==> config.mk <==
export PLATFORM = sky130hd
export DESIGN_NAME = button_conditioner_flat
export DESIGN_NICKNAME = d
export VERILOG_FILES = /design/src/rtl/button_conditioner_pkg.sv /design/src/rtl/button_conditioner_if.sv /design/src/rtl/button_conditioner_btn_channel.sv /design/src/rtl/button_conditioner.sv /design/src/flat_wrapper.sv
export SDC_FILE = /design/constraint.sdc
export NUM_CORES = 1
export LEC_CHECK = 0
export ABC_AREA = 0
export BUFFER_PORTS_ARGS = -buffer_cell sky130_fd_sc_hd__buf_2
export CAP_MARGIN = 30
export CORE_MARGIN = 10
export CORE_UTILIZATION = 45
export CTS_CLUSTER_SIZE = 14
export DETAILED_ROUTE_END_ITERATION = 7
export GPL_TIMING_DRIVEN = 1
export PLACE_DENSITY = 0.56
export SLEW_MARGIN = 20
export SYNTH_ARGS = -nofsm -noshare
export SYNTH_HDL_FRONTEND = slang
export SYNTH_HIERARCHICAL = 1
export SYNTH_SLANG_ARGS = --single-unit
==> constraint.sdc <==
create_clock -name clk -period 3.1 [get_ports clk]
set_clock_uncertainty 0.15 [all_clocks]
set_input_delay 0.155 -clock clk [delete_from_list [all_inputs] [get_ports clk]]
set_output_delay 0.155 -clock clk [all_outputs]
set_load 0.02 [all_outputs]
==> src/rtl/button_conditioner_pkg.sv <==
// Shared definitions for the push-button front end: button indices, default
// timing at 100 MHz and the per-channel repeat state encoding.
package button_conditioner_pkg;

   localparam int BTN_W = 0;
   localparam int BTN_S = 1;
   localparam int BTN_J = 2;

   localparam int DEBOUNCE_10MS_100MHZ = 1000000;
   localparam int REPEAT_DELAY_500MS   = 50000000;
   localparam int REPEAT_PERIOD_100MS  = 10000000;

   // Movement buttons auto-repeat, fire does not.
   localparam logic [2:0] REPEAT_EN_DEFAULT = 3'b011;

   typedef enum logic [1:0] {
      ST_IDLE,
      ST_HELD,
      ST_DELAY,
      ST_REPEAT
   } rep_state_t;

   function automatic int max_int(input int a, input int b);
      return (a > b) ? a : b;
   endfunction

endpackage

==> src/rtl/button_conditioner_if.sv <==
// Button bundle between the raw pad inputs and the conditioned strobes.
interface button_conditioner_if #(
   parameter int N_BTN = 3
);
   logic [N_BTN-1:0] btn_raw;
   logic [N_BTN-1:0] btn_level;
   logic [N_BTN-1:0] btn_pulse;
   logic [N_BTN-1:0] btn_release;

   modport master (
      output btn_raw,
      input  btn_level,
      input  btn_pulse,
      input  btn_release
   );

   modport slave (
      input  btn_raw,
      output btn_level,
      output btn_pulse,
      output btn_release
   );
endinterface

==> src/rtl/button_conditioner_btn_channel.sv <==
// One button: two-flop synchroniser, debounce counter and hold-to-repeat FSM,
// with every output driven straight from a flop.
module btn_channel
   import button_conditioner_pkg::*;
#(
   parameter int DEBOUNCE_CYCLES = DEBOUNCE_10MS_100MHZ,
   parameter int REPEAT_DELAY    = REPEAT_DELAY_500MS,
   parameter int REPEAT_PERIOD   = REPEAT_PERIOD_100MS,
   parameter bit REPEAT_ON       = 1'b0
) (
   input  logic clk,
   input  logic rstn,
   input  logic raw,
   output logic level,
   output logic pulse,
   output logic release_strobe
);

   localparam int DEB_W = $clog2(DEBOUNCE_CYCLES + 1);
   localparam int REP_W = $clog2(max_int(REPEAT_DELAY, REPEAT_PERIOD) + 1);

   localparam logic [DEB_W-1:0] DEB_LAST    = DEB_W'(DEBOUNCE_CYCLES - 1);
   localparam logic [REP_W-1:0] DELAY_LAST  = REP_W'(REPEAT_DELAY - 1);
   localparam logic [REP_W-1:0] PERIOD_LAST = REP_W'(REPEAT_PERIOD - 1);

   logic             sync1;
   logic             sync2;
   logic [DEB_W-1:0] deb_cnt;
   logic [REP_W-1:0] rep_cnt;
   rep_state_t       state;

   logic deb_flip;
   logic rise;
   logic fall;

   // The FSM reacts to the flip decision itself, so the press pulse lands in
   // the same cycle the debounced level first reads 1.
   always_comb begin
      deb_flip = (sync2 != level) && (deb_cnt == DEB_LAST);
      rise     = deb_flip && !level;
      fall     = deb_flip && level;
   end

   always_ff @(posedge clk or negedge rstn) begin
      if (!rstn) begin
         sync1          <= 1'b0;
         sync2          <= 1'b0;
         level          <= 1'b0;
         deb_cnt        <= '0;
         rep_cnt        <= '0;
         state          <= ST_IDLE;
         pulse          <= 1'b0;
         release_strobe <= 1'b0;
      end else begin
         sync1          <= raw;
         sync2          <= sync1;
         pulse          <= 1'b0;
         release_strobe <= 1'b0;

         if (sync2 == level) begin
            deb_cnt <= '0;
         end else if (deb_flip) begin
            deb_cnt <= '0;
            level   <= sync2;
         end else begin
            deb_cnt <= deb_cnt + 1'b1;
         end

         // Release takes priority over any repeat tick in the same cycle.
         if (fall) begin
            release_strobe <= 1'b1;
            rep_cnt        <= '0;
            state          <= ST_IDLE;
         end else begin
            case (state)
               ST_IDLE: begin
                  if (rise) begin
                     pulse   <= 1'b1;
                     rep_cnt <= '0;
                     state   <= REPEAT_ON ? ST_DELAY : ST_HELD;
                  end
               end
               ST_HELD: begin
                  rep_cnt <= '0;
               end
               ST_DELAY: begin
                  if (rep_cnt == DELAY_LAST) begin
                     pulse   <= 1'b1;
                     rep_cnt <= '0;
                     state   <= ST_REPEAT;
                  end else begin
                     rep_cnt <= rep_cnt + 1'b1;
                  end
               end
               ST_REPEAT: begin
                  if (rep_cnt == PERIOD_LAST) begin
                     pulse   <= 1'b1;
                     rep_cnt <= '0;
                  end else begin
                     rep_cnt <= rep_cnt + 1'b1;
                  end
               end
               default: begin
                  rep_cnt <= '0;
                  state   <= ST_IDLE;
               end
            endcase
         end
      end
   end

endmodule

==> src/rtl/button_conditioner.sv <==
// Conditions N_BTN raw push-buttons into debounced levels plus one-cycle
// press/repeat and release strobes; channels are fully independent.
module button_conditioner
   import button_conditioner_pkg::*;
#(
   parameter int               N_BTN           = 3,
   parameter int               DEBOUNCE_CYCLES = DEBOUNCE_10MS_100MHZ,
   parameter int               REPEAT_DELAY    = REPEAT_DELAY_500MS,
   parameter int               REPEAT_PERIOD   = REPEAT_PERIOD_100MS,
   parameter logic [N_BTN-1:0] REPEAT_EN       = REPEAT_EN_DEFAULT
) (
   input  logic                 clk,
   input  logic                 rstn,
   button_conditioner_if.slave  bus
);

   logic [N_BTN-1:0] level;
   logic [N_BTN-1:0] pulse;
   logic [N_BTN-1:0] release_strobe;

   generate
      for (genvar gi = 0; gi < N_BTN; gi++) begin : g_ch
         btn_channel #(
            .DEBOUNCE_CYCLES (DEBOUNCE_CYCLES),
            .REPEAT_DELAY    (REPEAT_DELAY),
            .REPEAT_PERIOD   (REPEAT_PERIOD),
            .REPEAT_ON       (REPEAT_EN[gi])
         ) u_ch (
            .clk            (clk),
            .rstn           (rstn),
            .raw            (bus.btn_raw[gi]),
            .level          (level[gi]),
            .pulse          (pulse[gi]),
            .release_strobe (release_strobe[gi])
         );
      end
   endgenerate

   assign bus.btn_level   = level;
   assign bus.btn_pulse   = pulse;
   assign bus.btn_release = release_strobe;

endmodule

==> src/flat_wrapper.sv <==
// flat-port wrapper written by rule: the top's interface ports become plain ports
module button_conditioner_flat import button_conditioner_pkg::*;
#(
   parameter int               N_BTN           = 3,
   parameter int               DEBOUNCE_CYCLES = DEBOUNCE_10MS_100MHZ,
   parameter int               REPEAT_DELAY    = REPEAT_DELAY_500MS,
   parameter int               REPEAT_PERIOD   = REPEAT_PERIOD_100MS,
   parameter logic [N_BTN-1:0] REPEAT_EN       = REPEAT_EN_DEFAULT
)
  (clk, rstn, bus_btn_raw, bus_btn_level, bus_btn_pulse, bus_btn_release);
  button_conditioner_if #(.N_BTN(N_BTN)) bus_i ();
  input  logic clk;
  input  logic rstn;
  input wire logic [$bits(bus_i.btn_raw)-1:0] bus_btn_raw;
  output wire logic [$bits(bus_i.btn_level)-1:0] bus_btn_level;
  output wire logic [$bits(bus_i.btn_pulse)-1:0] bus_btn_pulse;
  output wire logic [$bits(bus_i.btn_release)-1:0] bus_btn_release;
  assign bus_i.btn_raw = bus_btn_raw;
  assign bus_btn_level = bus_i.btn_level;
  assign bus_btn_pulse = bus_i.btn_pulse;
  assign bus_btn_release = bus_i.btn_release;
  button_conditioner #(.N_BTN(N_BTN), .DEBOUNCE_CYCLES(DEBOUNCE_CYCLES), .REPEAT_DELAY(REPEAT_DELAY), .REPEAT_PERIOD(REPEAT_PERIOD), .REPEAT_EN(REPEAT_EN)) u_core (.clk(clk), .rstn(rstn), .bus(bus_i));
endmodule
Word-level counts from Yosys, hierarchy flattened
Cells that the tools add are included.
- reductions and logical operators: 24
- muxes and demuxes: 51
- equality and inequality tests: 30
- bitwise logic cells: 3
- add/subtract/negate cells: 6
- operator list (kind ; count):
    26-bit two-way mux ; 12
    26-bit case mux with 4 select lines ; 3
    20-bit two-way mux ; 6
    26-bit by 1-bit adder with 26-bit output, second input constant ; 3
    26-bit by 24-bit == test with 1-bit output, second input constant ; 3
    26-bit == test, second input constant ; 3
    20-bit by 1-bit adder with 20-bit output, second input constant ; 3
    20-bit == test, second input constant ; 3
    2-bit two-way mux ; 9
    3-bit != test, second input constant ; 6
    1-bit two-way mux ; 15
    2-bit == test, second input constant ; 6
    2-bit case mux with 2 select lines ; 3
    1-bit logical AND ; 9
    1-bit case mux with 3 select lines ; 3
    3-bit AND reduction ; 3
    3-bit nonzero test ; 3
    2-bit by 1-bit == test with 1-bit output, second input constant ; 3
    2-bit zero test ; 3
    2-bit AND reduction ; 3
    1-bit == test ; 3
    1-bit zero test ; 3
    1-bit != test ; 3
    1-bit inverter ; 3
- bits in registers: 159
- input bits: 5
- word-level logic and storage cells: 138

Logic depth before layout (Yosys ltp)
- word-level depth: 6
- mapped depth: 9
- mapped depth without buffers: 7

Hierarchy
The synthesis kept the hierarchy.
- by module, submodules not included (module ; instances ; area an instance (um^2) ; cells each):
    btn_channel (u_core.g_ch[2].u_ch) ; 1 ; 2911.5 ; 320
    btn_channel (u_core.g_ch[0].u_ch) ; 1 ; 2795.2 ; 290
    btn_channel (u_core.g_ch[1].u_ch) ; 1 ; 2725.1 ; 297

Worst setup path before layout
Ideal clock, no wire load.
- path type: reg-to-reg
- from: reg u_core.g_ch[1].u_ch.deb_cnt[0]
- to: reg u_core.g_ch[1].u_ch.rep_cnt[7]
- cell stages (with the launch flop): 9
- required time: 2871 ps
- setup time: 79 ps
- path buffers: 1
- setup slack: 359 ps
- arrival: 2511 ps
- cell sequence: dfrtp_1 -> ha_1 -> and3_1 -> and4_1 -> and4_1 -> nor4b_1 -> clkbuf_1 -> o21ai_0 -> a2bb2oi_1
- longest elaborated chain between the ends: 4
- elaborated cells on any way between the ends: 6
- classes of those cells: eq/ne: 2; mux: 1; reduce/logical: 3
- ends and longest elaborated chain (what ; line ; RTL):
    start, declared ; button_conditioner_btn_channel.sv:28 ; logic [DEB_W-1:0] deb_cnt;
    start signal, assigned ; button_conditioner_btn_channel.sv:66 ; deb_cnt <= deb_cnt + 1'b1;
    20-bit == test * ; button_conditioner_btn_channel.sv:39 ; deb_flip = (sync2 != level) && (deb_cnt == DEB_LAST);
    1-bit logical AND * ; button_conditioner_btn_channel.sv:39 ;
    1-bit logical AND, on equally long branches ; button_conditioner_btn_channel.sv:40, button_conditioner_btn_channel.sv:41 ;
    3-bit != test (no line) / 26-bit two-way mux (equally long branches) ; - ;
    end signal, assigned ; button_conditioner_btn_channel.sv:92 ; rep_cnt <= rep_cnt + 1'b1;
    end signal, assigned ; button_conditioner_btn_channel.sv:100 ; rep_cnt <= rep_cnt + 1'b1;
    end, declared ; button_conditioner_btn_channel.sv:29 ; logic [REP_W-1:0] rep_cnt;
Every way passes the cells marked *; elsewhere a longest branch is shown, timed or not.
A chain may end at the register's enable or synchronous reset.

Final worst setup path
- from: reg u_core.g_ch[1].u_ch.deb_cnt[6]
- to: reg u_core.g_ch[1].u_ch.rep_cnt[20]
Same word-level chain as after synthesis.

==> flow_metrics.py <==
metrics = {
    "layout": {
        "syn2layout_area_growth_pct": 11.0,
        "drive_gt1_share_pct": 7.99,
        "multi_input_area_um2": 4190,
        "fillers": 1745,
        "seq_area_um2": 3980,
        "diodes": 0,
        "nets": 940,
    },
    "critical_path": {
        "cp_data_arrival_time_ns": 3.14,
        "crit_type": "reg2reg",
        "required_ns": 3.30,
        "critPathMaxFanout": 7,
        "start_kind": "flip-flop",
        "cp-end-kind": "flip-flop",
    },
    "floorplan": {
        "placementRows": 50,
        "dieArea_um2": 24600,
        "die_x_um": 157,
        "io_pins": 14,
        "fp.dieH_um": 157,
        "initial_utilization_pct": 45.4,
        "core_area_um2": 18600,
    },
    "drt": {
        "via_per_inst": 5.76,
        "dr.pass1.iters": 7,
        "first_iter_violations": 476,
        "vias": 6762,
        "ant_nets": 0,
        "routed_wl_um": 18700,
        "wire_per_inst_um": 16.0,
        "drc": 0,
    },
    "clock_network": {
        "numCtsBuffers": 17,
        "cts_root_buf": "clkbuf_16",
        "cts.path.max_buffers": 2,
        "insertion_delay_ns": 0.42,
        "clkSlewWorstSetupHoldPaths_ns": 0.07,
        "htreeDepth": 4,
        "cts.sinks": 159,
        "cts-resized-gates": 0,
        "post_cts_buffers": 0,
        "cts_tree": "done",
    },
    "grt": {
        "grt_pass1_wl_um": 32800,
        "grtUsageTotal_pct": 16.0,
        "grt_max_degree": 81,
        "antenna_found_initial": 0,
        "globalRouteOverflowTotal": 0,
        "first_global_vias": 6879,
    },
    "logic_synthesis": {
        "synth_nets": 921,
        "ys_types": 60,
        "synthArstFlopShare_pct": 100,
        "syn_area_per_cell_um2": 9.30,
        "netlist_instances": 907,
        "ys.warnings.count": 6,
        "synth.yosys.seq_area_share_pct": 47.2,
        "ys_ff_latch": 159,
        "synth_ff_type": "dfrtp_1",
        "syn_area_um2": 8430,
        "synth_edf_count": 0,
    },
    "pwr": {
        "seq_power_share_pct": 50.3,
        "switchingPower_uw": 938,
        "sw_frac_of_total_pct": 22.5,
        "p_leak_uw": 0.00399,
        "internal-power_uw": 3240,
        "p_per_area_nw_per_um2": 446,
        "p_clk_share_pct": 47.6,
        "comb_power_share_pct": 2.1,
        "peakVddDrop_v": 0.000377,
    },
    "timing": {
        "fmax_mhz": 340,
        "tightest_slew_ns": 0.772,
        "holdWs_ns": 0.178,
        "finalSetupTns_ns": 0,
        "fin_crit_ns": 2.94,
        "relSlewSlack_pct": 48.1,
        "rsz0062_at_grt": "false",
        "drv_slew": 0,
        "finalCritPeriodShare_pct": 94.8,
        "setup_violations": 0,
        "finalHoldViolCount": 0,
    },
    "flow_run": {
        "drv_cap": 0,
    },
    "placed_design": {
        "hpwl_um": 12700,
        "port_buffers": 13,
        "place_congestion": 0.892,
    },
    "hold_path": {
        "min_path_type": "in2async",
    },
    "status": {
        "status": "finished, final reports clean",
    },
}
[kinds of logic after synthesis]
group / after synthesis / share of synthesized area, %
compound gates: 122 / 9.93
fa+ha+maj: 9 / 1.34
buf+inv: 60 / 3.25
flops: 159 / 47.2
simple gates: 472 / 29.3
mux: 8 / 0.994
xor+xnor: 77 / 8.00
[sequential cells by signal (all words and copies together) (netlist names)]
register / flops
u_core/g_ch.u_ch/level: 3
u_core/g_ch.u_ch/rep_cnt: 78
u_core/g_ch.u_ch/deb_cnt: 60
u_core/g_ch.u_ch/state: 6
u_core/g_ch.u_ch/pulse: 3
u_core/g_ch.u_ch/sync1: 3
u_core/g_ch.u_ch/release_strobe: 3
u_core/g_ch.u_ch/sync2: 3
[power by group through the flow]
stage	Combinational [uW]	Clock, uW	Sequential, uW
global placement	85.0	0	2140
finish	86.5	1990	2100
global route	103	2160	2100
floorplan	29.5	0	2140
detailed placement	88.6	0	2140
CTS	92.7	2050	2100
[metrics by stage]
step                cell area [um^2]  instances  setup WS, ns  utilization, %  power [uW]
finish                          9360       1173         0.161            50.4        4180
global route                    9360       1173        0.0222            50.4        4360
CTS                             9360       1173         0.204            50.4        4250
detailed placement              8760       1137         0.207            47.2        2230
global placement                8760       1137         0.266            47.2        2220
floorplan                       8430        907         0.359               -        2170
[cell type report]
class                      count  share of cell area (%)
sequential                   159                    42.5
inverter                      29                    1.16
tap                          234                    3.13
clock inverter                12                    1.22
timing repair buffer          31                    2.45
clock buffer                  20                    4.77
multi-input combinational    688                    44.8
[repair_timing]
action / in CTS / in global routing
hold buffers: 4 / 0
endpoints found under the hold margin: 80 / 0
endpoints found under the setup margin: 0 / 0
[critical path, cell delays in order (launching register included)]
cell and delay, ns:
dfrtp_1 0.42, or4_4 0.56, nor4_2 0.36, a311oi_2 0.17, or4_1 0.65, or3_1 0.40
a21oi_1 0.16
[routing by layer]
metal | up-vias | wire length (um) | GRT usage, %
li1 | 3298 | - | -
met5 | - | 0 | 0
met3 | 16 | 610 | 3.82
met1 | 3361 | 8760 | 20.5
met4 | 0 | 190 | 4.58
met2 | 87 | 9180 | 26.4
[cell usage in the layout, fill, tap and decap left out, types with 10 or more instances in the layout]
cell type,count
a21o_1,10
a21oi_1,21
a31oi_1,24
and3_1,29
and4_1,16
buf_2,12
buf_4,13
clkbuf_16,17
dfrtp_1,159
inv_1,29
nand2_1,71
nand3_1,57
nand4_1,36
nor2_1,142
nor3_1,27
nor4_1,20
o21ai_0,25
xnor2_1,38
xor2_1,39
[synthesized netlist by cell type (4+ instances only)]
master	number	area share [%]
nand2_1	71	3.2
nand4_1	36	2.7
inv_1	29	1.3
o2bb2ai_1	8	0.83
o31a_1	5	0.52
buf_6	4	0.53
nor3_1	27	1.6
nor4b_1	10	1.0
a41oi_1	6	0.62
nand3b_1	5	0.45
nor2_1	142	6.3
clkbuf_1	14	0.62
and2_1	7	0.52
a21oi_1	21	1.2
or2_2	4	0.30
ha_1	9	1.3
a31oi_1	24	1.8
nor3b_1	4	0.36
dfrtp_1	159	47
or3_1	9	0.67
a21o_1	10	0.89
o21ai_0	25	1.5
or4_1	5	0.45
nor2b_1	7	0.52
and4_1	16	1.7
o211ai_1	5	0.45
mux2i_1	5	0.59
and3_1	29	2.2
xor2_1	39	4.1
xnor2_1	38	3.9
nor4_1	20	1.5
nand3_1	57	3.4
buf_2	12	0.71
nand4b_1	5	0.52
[final timing paths]
kind                                                     start                         endpoint  slack [ns]  depth (start not counted)
min in group clk                     u_core/g_ch[1].u_ch/sync1        u_core/g_ch[1].u_ch/sync2        0.21                          0
worst min-delay path                                      rstn  u_core/g_ch[0].u_ch/rep_cnt[22]        0.18                          2
worst min register to register       u_core/g_ch[1].u_ch/sync1        u_core/g_ch[1].u_ch/sync2        0.21                          0
worst max-delay path            u_core/g_ch[1].u_ch/deb_cnt[6]  u_core/g_ch[1].u_ch/rep_cnt[20]        0.16                          6
worst max register to register  u_core/g_ch[1].u_ch/deb_cnt[6]  u_core/g_ch[1].u_ch/rep_cnt[20]        0.16                          6
max in group asynchronous                                 rstn   u_core/g_ch[2].u_ch/deb_cnt[8]        1.88                          3
No activity file was read; power rests on OpenSTA's default activity.
